===== config.mk =====
export PLATFORM = sky130hd
export DESIGN_NAME = cam_capture_rgb332
export DESIGN_NICKNAME = d
export VERILOG_FILES = /design/src/rtl/cam_capture_rgb332.sv
export SDC_FILE = /design/constraint.sdc
export NUM_CORES = 1
export LEC_CHECK = 0
export CAP_MARGIN = 10
export CORE_ASPECT_RATIO = 0.9
export CORE_MARGIN = 2
export CORE_UTILIZATION = 25
export DETAILED_ROUTE_END_ITERATION = 10
export SYNTH_ARGS = -nofsm -noshare
export SYNTH_HDL_FRONTEND = slang
export SYNTH_SLANG_ARGS = --single-unit

===== constraint.sdc =====
create_clock -name CLK -period 3.05 [get_ports CLK]
set_clock_uncertainty 0.1 [all_clocks]
set_input_delay 0.305 -clock CLK [delete_from_list [all_inputs] [get_ports CLK]]
set_output_delay 0.305 -clock CLK [all_outputs]
set_load 0.05 [all_outputs]

===== src/rtl/cam_capture_rgb332.sv =====
// cam_capture_rgb332 -- camera capture stage for the RGB332 frame buffer.
//
// Samples an asynchronous camera bus (PCLK/HREF/VSYNC/D[7:0]) as plain data
// in the CLK domain, pairs RGB565 bytes into RGB332 pixels and emits one
// write strobe per pixel, clipped to SCREEN_WIDTH x SCREEN_HEIGHT.
//
// Optional feature: define CAPTURE_TEST_PATTERN_EN to replace camera pixel
// data with a fixed red/blue split pattern. Timing, addresses, W_EN and
// FRAME_DONE are the same in both builds.
module cam_capture_rgb332 #(
  parameter int SCREEN_WIDTH  = 176,
  parameter int SCREEN_HEIGHT = 144,
  parameter int SYNC_STAGES   = 2    // must be at least 2
) (
  input  logic        CLK,
  input  logic        RESET_NEG,
  input  logic        CAM_PCLK,
  input  logic        CAM_HREF,
  input  logic        CAM_VSYNC,
  input  logic [7:0]  CAM_DATA,
  output logic [7:0]  PIXEL_OUT,
  output logic [14:0] X_ADDR,
  output logic [14:0] Y_ADDR,
  output logic        W_EN,
  output logic        FRAME_DONE
);

  typedef enum logic [1:0] {
    WAIT_FRAME,
    WAIT_LINE,
    BYTE_HI,
    BYTE_LO
  } state_t;

  localparam logic [14:0] X_LIMIT  = 15'(SCREEN_WIDTH);
  localparam logic [14:0] Y_LIMIT  = 15'(SCREEN_HEIGHT);
  localparam logic [14:0] ADDR_MAX = 15'h7FFF;
`ifdef CAPTURE_TEST_PATTERN_EN
  localparam logic [14:0] X_SPLIT  = 15'(SCREEN_WIDTH / 2);
`endif

  // Synchroniser chains; CAM_DATA gets the same depth so it lines up with PCLK.
  logic [SYNC_STAGES-1:0] pclk_sr;
  logic [SYNC_STAGES-1:0] href_sr;
  logic [SYNC_STAGES-1:0] vsync_sr;
  logic [7:0]             data_sr [SYNC_STAGES];

  // Previous synchronised levels for edge detection.
  logic pclk_q;
  logic href_q;
  logic vsync_q;

  logic       pclk_s;
  logic       href_s;
  logic       vsync_s;
  logic [7:0] data_s;

  logic pclk_rise;
  logic href_fall;
  logic vsync_rise;
  logic vsync_fall;
  logic byte_take;

  state_t      state;
  logic [5:0]  hi_rg;       // R[4:2] and G[5:3] kept from the high byte
  logic [14:0] x_cnt;
  logic [14:0] y_cnt;
  logic        in_window;
  logic [7:0]  pixel_next;

  // One-cycle pipeline between the low byte and the registered write.
  logic        pend_valid;
  logic [7:0]  pend_pixel;
  logic [14:0] pend_x;
  logic [14:0] pend_y;

  // Shift every camera input through SYNC_STAGES flops.
  always_ff @(posedge CLK or negedge RESET_NEG) begin
    // NOTE: the data delay line is a small register array, not a RAM, so
    // clearing it on reset is cheap and keeps stale bytes out after reset.
    if (!RESET_NEG) begin
      pclk_sr  <= '0;
      href_sr  <= '0;
      vsync_sr <= '0;
      for (int i = 0; i < SYNC_STAGES; i++) data_sr[i] <= '0;
    end else begin
      pclk_sr    <= {pclk_sr[SYNC_STAGES-2:0], CAM_PCLK};
      href_sr    <= {href_sr[SYNC_STAGES-2:0], CAM_HREF};
      vsync_sr   <= {vsync_sr[SYNC_STAGES-2:0], CAM_VSYNC};
      data_sr[0] <= CAM_DATA;
      for (int i = 1; i < SYNC_STAGES; i++) data_sr[i] <= data_sr[i-1];
    end
  end

  assign pclk_s  = pclk_sr[SYNC_STAGES-1];
  assign href_s  = href_sr[SYNC_STAGES-1];
  assign vsync_s = vsync_sr[SYNC_STAGES-1];
  assign data_s  = data_sr[SYNC_STAGES-1];

  // Remember last synchronised levels so edges are seen for exactly one CLK.
  always_ff @(posedge CLK or negedge RESET_NEG) begin
    if (!RESET_NEG) begin
      pclk_q  <= 1'b0;
      href_q  <= 1'b0;
      vsync_q <= 1'b0;
    end else begin
      pclk_q  <= pclk_s;
      href_q  <= href_s;
      vsync_q <= vsync_s;
    end
  end

  assign pclk_rise  = pclk_s & ~pclk_q;
  assign href_fall  = ~href_s & href_q;
  assign vsync_rise = vsync_s & ~vsync_q;
  assign vsync_fall = ~vsync_s & vsync_q;
  // A PCLK rise coinciding with an HREF fall sees href_s=0 and takes nothing.
  assign byte_take  = pclk_rise & href_s;
  assign in_window  = (x_cnt < X_LIMIT) && (y_cnt < Y_LIMIT);

  // Pixel value formed from the stored high byte and the current low byte.
  always_comb begin
`ifdef CAPTURE_TEST_PATTERN_EN
    pixel_next = (x_cnt < X_SPLIT) ? 8'hE0 : 8'h03;
`else
    pixel_next = {hi_rg[5:3], hi_rg[2:0], data_s[4:3]};
`endif
  end

  // Capture FSM: byte pairing, line/frame tracking and the registered write port.
  always_ff @(posedge CLK or negedge RESET_NEG) begin
    if (!RESET_NEG) begin
      state      <= WAIT_FRAME;
      hi_rg      <= '0;
      x_cnt      <= '0;
      y_cnt      <= '0;
      pend_valid <= 1'b0;
      pend_pixel <= '0;
      pend_x     <= '0;
      pend_y     <= '0;
      PIXEL_OUT  <= '0;
      X_ADDR     <= '0;
      Y_ADDR     <= '0;
      W_EN       <= 1'b0;
      FRAME_DONE <= 1'b0;
    end else begin
      // NOTE: non-blocking assignments throughout, so every branch below
      // sees the pre-edge values of state and counters regardless of order.
      W_EN       <= pend_valid;
      FRAME_DONE <= 1'b0;
      pend_valid <= 1'b0;
      if (pend_valid) begin
        PIXEL_OUT <= pend_pixel;
        X_ADDR    <= pend_x;
        Y_ADDR    <= pend_y;
      end

      if (state == WAIT_FRAME) begin
        if (vsync_fall) begin
          x_cnt  <= '0;
          y_cnt  <= '0;
          X_ADDR <= '0;
          Y_ADDR <= '0;
          state  <= WAIT_LINE;
        end
      end else if (vsync_rise) begin
        // Frame ends; any half-received pixel is abandoned.
        FRAME_DONE <= 1'b1;
        state      <= WAIT_FRAME;
      end else if (href_fall) begin
        x_cnt <= '0;
        if (state != WAIT_LINE) begin
          if (y_cnt != ADDR_MAX) y_cnt <= y_cnt + 15'd1;
          state <= WAIT_LINE;
        end
      end else if (byte_take) begin
        if (state == BYTE_LO) begin
          pend_valid <= in_window;
          pend_pixel <= pixel_next;
          pend_x     <= x_cnt;
          pend_y     <= y_cnt;
          if (x_cnt != ADDR_MAX) x_cnt <= x_cnt + 15'd1;
          state      <= BYTE_HI;
        end else begin
          hi_rg <= {data_s[7:5], data_s[2:0]};
          state <= BYTE_LO;
        end
      end
    end
  end

endmodule


==> impl_metrics.toml <==
[clock_tree]
clk_pin_slew_worst_paths_ns = 0.06
cts_tree = "yes"
cts.sinks = 142
htreeDepth = 4
root_buffer = "clkbuf_16"
clock_latency_ns = 0.42
numCtsBuffers = 17
max-clock-path-buffers = 2

[global_routing]
gr-total-overflow = 0
grt_antenna_before_repair = 0
grt_pass1_wl_mm = 20.5
grt_pass1_vias = 3883
grt_max_degree = 76
grtUsageTotal_pct = 10.7

[critical_path]
start_kind = "flop"
r2r_start = "state[1]$_DFFE_PN0P_"
cpMaxStageDelayCell = "a221oi_1"
cp_cell_sequence = "inv_1 > ha_1 > inv_1 > a221oi_1 > a21oi_2 > a221o_1"
path_class = "flop to flop"
end_kind = "flop"
arrival_ns = 2.70
critical_path.max_stage_delay_ns = 0.53
r2r_end = "x_cnt[11]$_DFFE_PN0P_"
crit_top_cell = "inv_1"
cp.required_ns = 3.25
rrSetupSlack_ns = 0.55
worstPathMaxFanout = 10
reg2reg_depth = 6

[final_layout]
layout.area.seq_um2 = 3550
layout_commonest_cell = "dfrtp_1"
mostFrequentLayoutCells = "dfrtp_1 (141), clkdlybuf4s50_1 (51), mux2_2 (46)"
area_growth_pct = 25.9
final_util_pct = 31.8
fin_nets = 550
nFillCells = 2286
diodes = 0
post-route-cell-area_um2 = 7360
drive_gt1_share_pct = 17.6
multi_input_area_um2 = 2140
final_cells = 847

[synthesis]
syn_nets = 494
synth_edf_count = 0
ys_ff_latch = 142
yosys.area.top_type_share_pct = 60.8
synthTopCellsByArea = "dfrtp_1 (61%), mux2_2 (8.9%), mux2i_1 (5.5%)"
syn-instance-count = 476
synth_top_area_cell = "dfrtp_1"
yosysSeqAreaShare_pct = 60.8
synth_area_um2 = 5850
syn_area_per_cell_um2 = 12.3
synth-main-ff-cell = "dfrtp_1"
synth_cell_type_count = 52
synth-async-reset-ratio_pct = 100
yosysWarnings = 0

[sta]
hold_ws_ns = 0.196
setup_viol = 0
worst_pin_slew_ns = 0.823
final-max-slew-violation-count = 0
rsz0062_at_grt = "false"
layout_setup_ws_ns = 0.550
fin_crit_ns = 2.50
finalHoldViolCount = 0
relSlewSlack_pct = 44.6
finalCritPeriodShare_pct = 82.0
fmax_mhz = 400
setup-tns-final_ns = 0

[drt]
drt_iter0_drc = 274
drtAntennaViolNets = 0
wl_mm = 12.2
drc = 0
via_per_inst = 4.52
wl_per_cell_um = 14.4
first_pass_iters = 4
vias = 3832

[place]
dp_cells = 814
pre_cts_ws_ns = 0.567
postPlaceCellArea_um2 = 6710
io_buffers = 52
gp_congestion = 0.830
post-dp-hpwl_mm = 8.07

[pwr]
p_leak_nw = 3.22
report.power.total_mw = 5.28
pwr-share-comb_pct = 15.8
intPower_mw = 3.84
p_per_area_nw_per_um2 = 717
netSwitchingPower_mw = 1.43
p_clk_share_pct = 42.4
power_frac_seq_pct = 41.8
ir_worst_vdd_mv = 0.376
switching_share_pct = 27.1

[floorplan]
core_um2 = 23100
die-width_um = 165
start_util_pct = 25.3
die_h_um = 149
io_pins = 53
row_count = 53
die_area_um2 = 24600

[worst_hold_path]
hp-class = "input port to async pin"

[status]
status = "finished, final reports clean"

[job]
cap_viol_max_count = 0
cell usage after synthesis, types with 2 or more instances:
cell and instances:
mux2_2 46, nand2_1 38, o31ai_1 3, nand2b_1 4
ha_1 5, and2_1 4, nand3_1 11, mux2_1 6
o41ai_1 2, clkbuf_1 12, a311o_1 3, dfrtp_1 142
a21oi_1 13, buf_4 4, inv_1 7, o211ai_1 2
mux2i_1 32, nor2b_1 4, buf_2 9, nor3_1 6
or2_2 2, nor4_1 8, o21ai_0 5, and3_1 3
a211oi_1 2, a21o_1 2, nor2_1 44, a31oi_1 11
nor4b_1 2, nand4b_1 2, o21ai_1 14, nand4_1 8
how the worst max path moves through the flow:
stage | end | startpoint | slack, ns
final | x_cnt[11]$_DFFE_PN0P_ | state[1]$_DFFE_PN0P_ | 0.55
after global routing | x_cnt[11]$_DFFE_PN0P_ | state[1]$_DFFE_PN0P_ | 0.33
after CTS | x_cnt[11]$_DFFE_PN0P_ | state[1]$_DFFE_PN0P_ | 0.53
after detailed placement | x_cnt[11]$_DFFE_PN0P_ | state[1]$_DFFE_PN0P_ | 0.57
after global placement | x_cnt[11]$_DFFE_PN0P_ | state[1]$_DFFE_PN0P_ | 0.64
after floorplan | y_cnt[10]$_DFFE_PN0P_ | state[0]$_DFFE_PN0P_ | 0.82
layout make-up:
type / instances / share of cell area [%]
repair buffers: 63 / 8.41
inverters: 7 / 0.357
flip-flops and latches: 142 / 48.3
multi-input cells: 301 / 29.1
clock inverters: 9 / 2.11
clock buffers: 23 / 6.63
well taps: 302 / 5.13
cells by family (layout without fill, tap and decap cells):
family | after synthesis | after routing | synth area share, %
adders and majority gates | 5 | 5 | 1.07
buffers and inverters | 33 | 102 | 2.70
and+or+nand+nor | 144 | 144 | 12.1
muxes | 84 | 84 | 15.5
DFF | 142 | 142 | 60.8
AOI/OAI and AO/OA | 68 | 68 | 7.83
registers in the layout (all words and copies together), names as in the netlist, 15 cells and up:
name	flops
y_cnt	15
x_cnt	15
X_ADDR	15
Y_ADDR	15
pend_y	15
pend_x	15
critical path: cells and delay by family (launching register included):
kind,cells,cell delay [ns]
DFF,1,0.42
buffers and inverters,2,0.38
AOI/OAI and AO/OA,3,1.07
adders and majority gates,1,0.41
layer usage:
| layer | vias to the layer above | routed length, um | track usage [%] |
|---|---|---|---|
| met1 | 1921 | 5970 | 14.9 |
| met4 | 0 | 114 | 3.78 |
| met2 | 79 | 5650 | 15.8 |
| met3 | 11 | 493 | 3.39 |
| li1 | 1821 | - | - |
| met5 | - | 0 | 0 |
power by group through the flow:
stage / combinational (mW) / clock (mW) / sequential, mW
after CTS: 0.844 / 2.30 / 2.21
final: 0.832 / 2.24 / 2.21
after floorplan: 0.535 / 0 / 2.27
after detailed placement: 0.838 / 0 / 2.24
after global routing: 0.920 / 2.40 / 2.24
after global placement: 0.829 / 0 / 2.23
timing repair:
item	in CTS	in global routing
hold buffers	1	0
setup buffers	0	0
gates resized for setup	0	0
endpoints found under the hold margin	59	0
Power figures use the tool's default switching activity.
